## src/rtl/dehaze_out_framer.sv

```systemverilog
// Dehaze pass-2 output framer: buffers restored pixels in a small FIFO
// and emits them as an AXI4-Stream frame with TLAST and a done pulse.
module dehaze_out_framer #(
  parameter int IMG_WIDTH  = 512,
  parameter int IMG_HEIGHT = 512,
  parameter int FIFO_DEPTH = 4
) (
  input  logic        ACLK,
  input  logic        ARESETn,
  input  logic        enable,
  input  logic [23:0] s_pix_data,
  input  logic        s_pix_valid,
  output logic        s_pix_ready,
  output logic [31:0] M_AXIS_TDATA,
  output logic        M_AXIS_TVALID,
  input  logic        M_AXIS_TREADY,
  output logic        M_AXIS_TLAST,
  output logic        o_intr,
  output logic        o_busy
);

  localparam int TOTAL = IMG_WIDTH * IMG_HEIGHT;
  localparam int CW    = (TOTAL > 1) ? $clog2(TOTAL) : 1;
  localparam int AW    = (FIFO_DEPTH > 1) ? $clog2(FIFO_DEPTH) : 1;

  typedef enum logic [1:0] {
    IDLE   = 2'd0,
    STREAM = 2'd1,
    DONE   = 2'd2
  } state_t;

  state_t        state;
  state_t        state_nx;
  logic [23:0]   mem [FIFO_DEPTH];
  logic [AW-1:0] wr_ptr;
  logic [AW-1:0] rd_ptr;
  logic [AW:0]   count;
  logic [CW-1:0] pix_cnt;
  logic          wr;
  logic          rd;
  logic          is_last;

  // Reset is folded in so the upstream never sees ready while held in reset.
  assign s_pix_ready = ARESETn & enable
                     & (count < (AW+1)'(FIFO_DEPTH))
                     & (state != DONE);

  assign wr      = s_pix_valid & s_pix_ready;
  assign rd      = M_AXIS_TVALID & M_AXIS_TREADY;
  assign is_last = (pix_cnt == CW'(TOTAL - 1));

  assign M_AXIS_TVALID = (count != '0);
  assign M_AXIS_TLAST  = M_AXIS_TVALID & is_last;
  assign M_AXIS_TDATA  = M_AXIS_TVALID
                       ? {8'h00, mem[rd_ptr]}
                       : 32'h0;

  always_ff @(posedge ACLK) begin
    if (wr) mem[wr_ptr] <= s_pix_data;
  end

  always_ff @(posedge ACLK or negedge ARESETn) begin
    if (!ARESETn) begin
      wr_ptr <= '0;
      rd_ptr <= '0;
      count  <= '0;
    end else begin
      if (wr) wr_ptr <= wr_ptr + AW'(1);
      if (rd) rd_ptr <= rd_ptr + AW'(1);
      unique case ({wr, rd})
        2'b10:   count <= count + (AW+1)'(1);
        2'b01:   count <= count - (AW+1)'(1);
        default: count <= count;
      endcase
    end
  end

  // Counter tracks the frame index of the FIFO head entry.
  always_ff @(posedge ACLK or negedge ARESETn) begin
    if (!ARESETn) begin
      pix_cnt <= '0;
    end else if (rd) begin
      pix_cnt <= is_last ? '0 : pix_cnt + CW'(1);
    end
  end

  always_ff @(posedge ACLK or negedge ARESETn) begin
    if (!ARESETn) state <= IDLE;
    else          state <= state_nx;
  end

  always_comb begin
    state_nx = state;
    o_intr   = 1'b0;
    o_busy   = 1'b0;
    unique case (state)
      IDLE: begin
        if (wr) state_nx = STREAM;
      end
      STREAM: begin
        o_busy = 1'b1;
        if (rd && is_last) state_nx = DONE;
      end
      DONE: begin
        o_busy   = 1'b1;
        o_intr   = 1'b1;
        state_nx = IDLE;
      end
      default: state_nx = IDLE;
    endcase
  end

endmodule

```

## config.mk

```make
export PLATFORM = sky130hd
export DESIGN_NAME = dehaze_out_framer
export DESIGN_NICKNAME = d
export VERILOG_FILES = /design/src/rtl/dehaze_out_framer.sv
export SDC_FILE = /design/constraint.sdc
export NUM_CORES = 1
export LEC_CHECK = 0
export ABC_AREA = 1
export CORE_UTILIZATION = 41
export DETAILED_ROUTE_END_ITERATION = 12
export HOLD_SLACK_MARGIN = 0.02
export SYNTH_ARGS = -nofsm -noshare
export SYNTH_HDL_FRONTEND = slang
export SYNTH_SLANG_ARGS = --single-unit
```

## constraint.sdc

```tcl
create_clock -name ACLK -period 4.7 [get_ports ACLK]
set_input_delay 0.47 -clock ACLK [delete_from_list [all_inputs] [get_ports ACLK]]
set_output_delay 0.47 -clock ACLK [all_outputs]
set_load 0.02 [all_outputs]
```

==> results.json <==
{
  "outcome": "finished, final reports clean",
  "p_leak_nw": 2.49,
  "io-pin-count": 66,
  "place.gp.congestion": 0.793,
  "clockBufferDepth": 2,
  "cts_resized": 0,
  "cts_setup_buffers": 0,
  "syn-cell-area_um2": 5420,
  "cts_hold_buf": 0,
  "drv_slew": 0,
  "slowest_delay_ns": 0.97,
  "antennaDiodeCount": 0,
  "hold_path.class": "in -> async",
  "hold_violations": 0,
  "clk_pin_slew_ns": 0.06,
  "worstSkewPairLatency_ns": 0.40,
  "die_area_um2": 13700,
  "drt_pass1_iterations": 4,
  "cp-start-kind": "register",
  "power_frac_seq": 0.356,
  "tns_ns": 0,
  "first_global_vias": 3490,
  "critPathSlowestCell": "dfrtp_2",
  "drv_cap": 0,
  "drive_above_1_share": 0.105,
  "die-width_um": 117,
  "synthDistinctLibCells": 32,
  "drtAntennaViolNets": 0,
  "overflow": 0,
  "critical_path_arrival_ns": 3.60,
  "hpwl_mm": 6.44,
  "placed_cells": 711,
  "max_slew_margin": 0.295,
  "power.share.clock": 0.288,
  "crit_family": "buffers and inverters",
  "track_usage": 0.172,
  "start_util": 0.425,
  "power.switching_mw": 1.45,
  "pwr-share-comb": 0.356,
  "tightestPinTransition_ns": 1.06,
  "grt_max_degree": 51,
  "critical_path_buf_inv_count": 3,
  "cts_tree": "done",
  "min_period_ns": 4.07,
  "grt_pass1_wl_mm": 17.5,
  "cellPowerDensity_nw_per_um2": 609,
  "via_per_inst": 4.80,
  "syn_to_final_growth_pct": 23.3,
  "fin_worst_skew_ns": 0.00798,
  "path_cells": "clkinv_1 > buf_16 > o21ai_0 > a21oi_1 > clkdlybuf4s50_1",
  "power_mw": 4.07,
  "ys_seq_area_frac": 0.656,
  "ys_warn_count": 0,
  "io_buffers": 57,
  "rows": 41,
  "utilization": 0.523,
  "drc": 0,
  "worst_slack_ns": 0.630,
  "switching_share": 0.356,
  "avgRoutedWirePerCell_um": 14.4,
  "clkSinkCount": 123,
  "synth_area_per_cell_um2": 10.9,
  "drt_iter0_drc": 275,
  "whs_ns": 0.455,
  "crit_fanout": 50,
  "htree_levels": 4,
  "ys_ff_latch": 123,
  "crit_required_ns": 4.23,
  "design_area_um2": 6690,
  "wl_mm": 10.7,
  "nets": 600,
  "p_int_mw": 2.62,
  "antenna_found_initial": 0,
  "cts_buffers": 17,
  "vias": 3573,
  "place_area_um2": 6120,
  "layout_common_cells": "nor2_1, edfxtp_1, clkdlybuf4s50_1",
  "cp-end-kind": "output pin",
  "postSynthCellCount": 498,
  "max_clock_freq_mhz": 246,
  "die_h_um": 117,
  "clock-root-buffer": "clkbuf_16",
  "fin_crit_sh": 0.866,
  "layout_commonest_cell": "nor2_1",
  "path_class": "reg -> out",
  "ir_worst_vdd_v": 0.000284,
  "instances_no_fill": 744,
  "coreArea_um2": 12800,
  "grt_setup_unrepaired": "false",
  "finalSetupViolCount": 0,
  "pre_cts_slack_ns": 1.10
}
[kinds of logic after synthesis]
logic type / synth area share
simple gates: 0.166
flops: 0.656
compound gates: 0.0794
buf+inv: 0.0540
fa+ha+maj: 0.0291
xor+xnor: 0.0145
other cells: 0.000692
[path summary, 6_finish.rpt]
path / startpoint / to / slack (ns) / cells past startpoint
max: rd_ptr[0] / M_AXIS_TDATA[8] / 0.63 / 5
min in group ACLK: pix_cnt[2] / pix_cnt[2] / 0.51 / 1
max reg2reg: rd_ptr[0] / rd_ptr[1] / 2.23 / 3
min: ARESETn / pix_cnt[17] / 0.46 / 2
max in group asynchronous: ARESETn / rd_ptr[0] / 3.95 / 2
min reg2reg: pix_cnt[2] / pix_cnt[2] / 0.51 / 1
[synth_stat cells]
master	count	share of area
nand3_1	12	0.011
edfxtp_1	96	0.53
nor2_2	6	0.0069
conb_1	1	0.00069
buf_6	2	0.0042
inv_1	33	0.023
ha_1	11	0.025
a21oi_1	30	0.028
o21ai_0	53	0.049
nor3_4	1	0.0030
nand2_2	6	0.0069
nand2_4	1	0.0021
buf_4	8	0.011
buf_1	1	0.00069
clkbuf_2	1	0.00092
nand3_4	1	0.0032
fa_1	1	0.0037
xor2_1	7	0.011
nor3_1	5	0.0046
nor3_2	1	0.0018
nand4_2	1	0.0023
nand2_1	38	0.026
dfrtp_1	27	0.12
buf_2	8	0.0074
clkbuf_1	8	0.0055
nor4_1	1	0.0012
nand4_1	4	0.0046
nor2_1	124	0.086
xnor2_1	2	0.0032
o21ai_1	3	0.0028
nor2_4	3	0.0062
inv_2	2	0.0014
[routing by layer]
layer	up-vias	routed length [um]	global-route usage
met5	-	0	0
met4	0	55	0.0532
met3	6	426	0.0407
met2	78	5160	0.287
met1	1702	5080	0.224
li1	1787	-	-
[area by class of cell]
cell class	instances	area, um2
repair buffers	63	636
flip-flops and latches	123	3560
clock buffers	19	433
well taps	172	215
fillers	1094	6090
clock inverters	13	104
multi-input cells	319	1610
inverters	35	131
[power by group through the flow]
| stage | logic (mW) | registers [mW] | clock network [mW] |
|---|---|---|---|
| floorplan | 0.992 | 1.35 | 0 |
| global placement | 1.40 | 1.46 | 0 |
| detailed placement | 1.43 | 1.47 | 0 |
| CTS | 1.43 | 1.45 | 1.18 |
| global route | 1.61 | 1.47 | 1.23 |
| finish | 1.45 | 1.45 | 1.17 |
[flip-flops by register name, indices dropped and copies added, names as in the netlist]
register	flops
pix_cnt	18
rd_ptr	2
state	2
wr_ptr	2
count	3
mem	96
(Power assumes the default switching activity.)
